[src/rtl/regfile_fifo_ctrl.sv]
// Pointer/occupancy controller that runs an external RegFile as a circular FIFO.
// Drives RegFile write/read enables and addresses, and reports occupancy status and sticky error flags.
module regfile_fifo_ctrl #(
    parameter int ws     = 4,
    parameter int depth  = 8,
    parameter int as     = $clog2(depth),
    parameter int af_lvl = depth - 1,
    parameter int ae_lvl = 1
) (
    input  logic          clk,
    input  logic          reset,
    input  logic          push,
    input  logic          pop,
    output logic          wr,
    output logic          rd,
    output logic [as-1:0] AddrWr,
    output logic [as-1:0] AddrRd,
    output logic          full,
    output logic          empty,
    output logic          almost_full,
    output logic          almost_empty,
    output logic [as:0]   count,
    output logic          overflow,
    output logic          underflow
);

    if (depth < 2 || ws < 1) begin : g_bad_cfg
        $error("regfile_fifo_ctrl: depth must be >= 2 and ws >= 1");
    end

    localparam logic [as-1:0] LAST_ADDR = as'(depth - 1);
    localparam logic [as:0]   FULL_CNT  = (as + 1)'(depth);
    localparam logic [as:0]   AF_CNT    = (as + 1)'(af_lvl);
    localparam logic [as:0]   AE_CNT    = (as + 1)'(ae_lvl);

    logic push_ok;
    logic pop_ok;

    // Requests are qualified on pre-edge status; reset masks both enables.
    assign push_ok = push & ~full & ~reset;
    assign pop_ok  = pop & ~empty & ~reset;
    assign wr      = push_ok;
    assign rd      = pop_ok;

    assign full         = (count == FULL_CNT);
    assign empty        = (count == '0);
    assign almost_full  = (count >= AF_CNT);
    assign almost_empty = (count <= AE_CNT);

    always_ff @(posedge clk) begin
        if (reset) begin
            AddrWr    <= '0;
            AddrRd    <= '0;
            count     <= '0;
            overflow  <= 1'b0;
            underflow <= 1'b0;
        end else begin
            // Explicit wrap so non-power-of-two depths stay inside the RegFile.
            if (push_ok) begin
                AddrWr <= (AddrWr == LAST_ADDR) ? '0 : AddrWr + as'(1);
            end
            if (pop_ok) begin
                AddrRd <= (AddrRd == LAST_ADDR) ? '0 : AddrRd + as'(1);
            end
            case ({push_ok, pop_ok})
                2'b10:   count <= count + (as + 1)'(1);
                2'b01:   count <= count - (as + 1)'(1);
                default: count <= count;
            endcase
            if (push & full) begin
                overflow <= 1'b1;
            end
            if (pop & empty) begin
                underflow <= 1'b1;
            end
        end
    end

endmodule

[config.mk]
export PLATFORM = sky130hd
export DESIGN_NAME = regfile_fifo_ctrl
export DESIGN_NICKNAME = d
export VERILOG_FILES = /design/src/rtl/regfile_fifo_ctrl.sv
export SDC_FILE = /design/constraint.sdc
export NUM_CORES = 1
export LEC_CHECK = 0
export ABC_CLOCK_PERIOD_IN_PS = 3750
export CORE_MARGIN = 2
export CORE_UTILIZATION = 46
export DETAILED_ROUTE_END_ITERATION = 12
export GPL_TIMING_DRIVEN = 0
export PLACE_DENSITY = 0.81
export RECOVER_POWER = 25
export SYNTH_ARGS = -nofsm -noshare
export SYNTH_HDL_FRONTEND = slang
export SYNTH_SLANG_ARGS = --single-unit
[constraint.sdc]
create_clock -name clk -period 3.75 [get_ports clk]
set_clock_uncertainty 0.2 [all_clocks]
set_input_delay 0.375 -clock clk [delete_from_list [all_inputs] [get_ports clk]]
set_output_delay 0.375 -clock clk [all_outputs]
set_load 0.005 [all_outputs]
==> metrics.md <==
| Metric | Value |
|---|---|
| Placement row count | `13` |
| CTS sink count | `12` |
| RSZ-0062 raised after global routing | `false` |
| H-Tree Depth | `1` |
| Place WS | `0.8477 ns` |
| Die footprint | `1701 um2` |
| Gate Count Post-Synth | `72` |
| YS warnings | `0` |
| Setup ws final | `0.8572 ns` |
| Type of the most critical hold path | `flop to flop` |
| Vias in the first global route | `474` |
| Final Hold Viols | `0` |
| Fill cells | `124` |
| Post-synth top area share | `37.65%` |
| DR WL/cell | `11.70 um` |
| Hold-fix buffer count after cts | `0` |
| Clk buf depth | `2` |
| Final core occ | `68.37%` |
| R2R Setup Slk | `0.86 ns` |
| Fin crit period | `2.893 ns` |
| Worst r2r path cells | `9` |
| Final nets | `110` |
| GRT overflow | `0` |
| Worst R2R Start | `count[0]` |
| Crit path launch type | `flop` |
| Area grow syn2layout | `39.41%` |
| Cell variety after synth | `22` |
| CP Class | `flop to flop` |
| Setup crit end | `count[3]` |
| Starting Density | `49.04%` |
| Die Span Y | `41.25 um` |
| Launch point of the worst path | `count[0]` |
| Data required, critical path | `3.70 ns` |
| Critical R2R Capture | `count[3]` |
| Arrival @ worst endpoint | `2.84 ns` |
| DR vias | `585` |
| Overall power | `0.3372 mW` |
| PortBufs | `21` |
| CTS Buf Count | `3` |
| Synthesized area | `638.1 um2` |
| HPWL Detailed | `1.007 mm` |
| Die X | `41.25 um` |
| WL final | `1.299 mm` |
| Status | `completed` |
| Setup Buffers After CTS | `0` |
| Endpoints failing setup | `0` |
| P_leak | `0.4000 nW` |
| Max_slew headroom | `70.71%` |
| Initial antenna violation count | `0` |
| Crit path max fanout | `7` |
| Num ports | `22` |
| Register area | `240.2 um2` |
| Peak VDD IR | `245.0 uV` |
| Yosys reg bits | `12` |
| First-pass GRT wire length | `1.945 mm` |
| Register area share after synthesis | `37.65%` |
| Period utilisation layout | `77.14%` |
| Clk root buf | `clkbuf_4` |
| Insertion delay to the later sink of the worst-skew pair | `0.26 ns` |
| Hold slack final | `0.2725 ns` |
| N_diodes | `0` |
| Max-Cap Viols | `0` |
| Mapped Nets | `84` |
| Post-route ant nets | `0` |
| Vias per Instance | `5.270` |
| Worst-Margin Slew | `0.4393 ns` |
| Multi-input gate area | `367.9 um2` |
| Slew Limit Fails | `0` |
| Max Freq | `345.7 MHz` |
| Detailed Routing Iterations Pass 1 | `4` |
| Largest net degree at the start of global routing | `11` |
| RePlAce Congestion | `0.6441` |
| GRT Total Usage | `17.81%` |
| Core ar. | `1301 um2` |
| Top cells by area, synth | `dfxtp_1 (38%), ha_1 (16%), a21oi_1 (7.8%)` |
| Power per cell area | `379.0 nW/um2` |
| Fraction of layout instances using a drive strength above 1 | `4.167%` |
| Cell taking the most area after synthesis | `dfxtp_1` |
| CTS clk-pin slew, worst paths | `0.07 ns` |
| DRC violations left | `0` |
| CP Capture Type | `flop` |
| PostCTS Resize Cnt | `0` |
| Setup Total Neg Slack | `0 ns` |
| CTS tree | `yes` |
| Mean Syn Cell Area | `8.863 um2` |
| DRT iter0 DRCs | `4` |
-- power by group --
group / switching (mW) / internal, mW / leakage [nW]
Combinational: 0.0476 / 0.0634 / 0.288
Sequential: 0.0118 / 0.138 / 0.0979
Clock: 0.0390 / 0.0370 / 0.0138
-- flip-flops by register name, indices dropped and copies added, names as in the netlist --
| signal | flops |
|---|---|
| count | 4 |
| underflow | 1 |
| AddrRd | 3 |
| AddrWr | 3 |
| overflow | 1 |
-- metrics by stage --
stage / instance area (um2) / std cells
after floorplan: 638.1 / 72
after global placement: 867.1 / 108
after detailed placement: 867.1 / 108
after CTS: 889.6 / 111
after global routing: 889.6 / 111
final: 889.6 / 111
-- worst max-delay path: stages, from the launching register on --
cell and delay, ns:
dfxtp_1 0.45, inv_1 0.08, ha_1 0.24, or3b_4 0.25, inv_1 0.09, nor3_1 0.24, ha_1 0.29, or4b_1 0.45
a21oi_1 0.17, mux2_1 0.33
-- metal layers --
layer  wire, um  global-route usage, %  vias to the layer above
met5          0                      0                        -
met4          6                  7.258                        0
met3         50                  4.891                        2
met2        592                  28.91                       13
met1        649                  21.97                      264
li1           -                      -                      306
-- cell families (layout without fill, tap and decap cells) --
family          after synthesis  in the layout  synth area share (%)
simple gates                 21             21                 20.20
fa+ha+maj                     8              8                 15.69
xor+xnor                      2              2                 2.746
buf+inv                       8             32                 4.705
compound gates               19             19                 15.69
mux                           2              2                 3.333
flops                        12             12                 37.65
-- worst min-delay path by stage --
stage                    from   endpoint  slack [ns]  depth (start not counted)
finish              underflow  underflow        0.27                          2
global route        AddrWr[1]  AddrWr[1]        0.32                          2
CTS                 underflow  underflow        0.28                          2
detailed placement  underflow  underflow        0.26                          2
global placement     overflow   overflow        0.25                          2
floorplan               reset   count[1]        0.25                          1
-- layout make-up --
cell class / instances / area share [%]
multi-input cells: 52 / 41.35
flip-flops and latches: 12 / 27.00
repair buffers: 21 / 23.63
inverters: 7 / 2.954
clock buffers: 3 / 2.532
well taps: 15 / 2.110
plain buffers: 1 / 0.4219
-- Yosys cell counts --
master	instances
dfxtp_1	12
a21oi_1	10
ha_1	8
o21ai_0	7
inv_1	6
nor2_1	6
nand3_1	3
nand4b_1	2
nor3_1	2
or3_1	2
or4_1	2
xor2_1	2
a211oi_1	1
a21o_1	1
and2b_1	1
clkbuf_1	1
inv_2	1
mux2_1	1
mux2i_1	1
nand3b_1	1
or3b_4	1
or4b_1	1
-- cell usage in the layout, fill, tap and decap left out --
| master | Yosys | layout |
|---|---|---|
| a21oi_1 | 10 | 10 |
| nand4b_1 | 2 | 2 |
| inv_1 | 6 | 7 |
| or3b_4 | 1 | 1 |
| xor2_1 | 2 | 2 |
| mux2i_1 | 1 | 1 |
| a211oi_1 | 1 | 1 |
| nor3_1 | 2 | 2 |
| nand3b_1 | 1 | 1 |
| dfxtp_1 | 12 | 12 |
| or4_1 | 2 | 2 |
| nand3_1 | 3 | 3 |
| o21ai_0 | 7 | 7 |
| nor2_1 | 6 | 6 |
| or3_1 | 2 | 2 |
| clkbuf_1 | 1 | 1 |
| dlygate4sd3_1 | 0 | 4 |
| clkbuf_4 | 0 | 3 |
| a21o_1 | 1 | 1 |
| ha_1 | 8 | 8 |
| and2b_1 | 1 | 1 |
| or4b_1 | 1 | 1 |
| clkdlybuf4s50_1 | 0 | 17 |
| mux2_1 | 1 | 1 |
(Power assumes the default switching activity.)
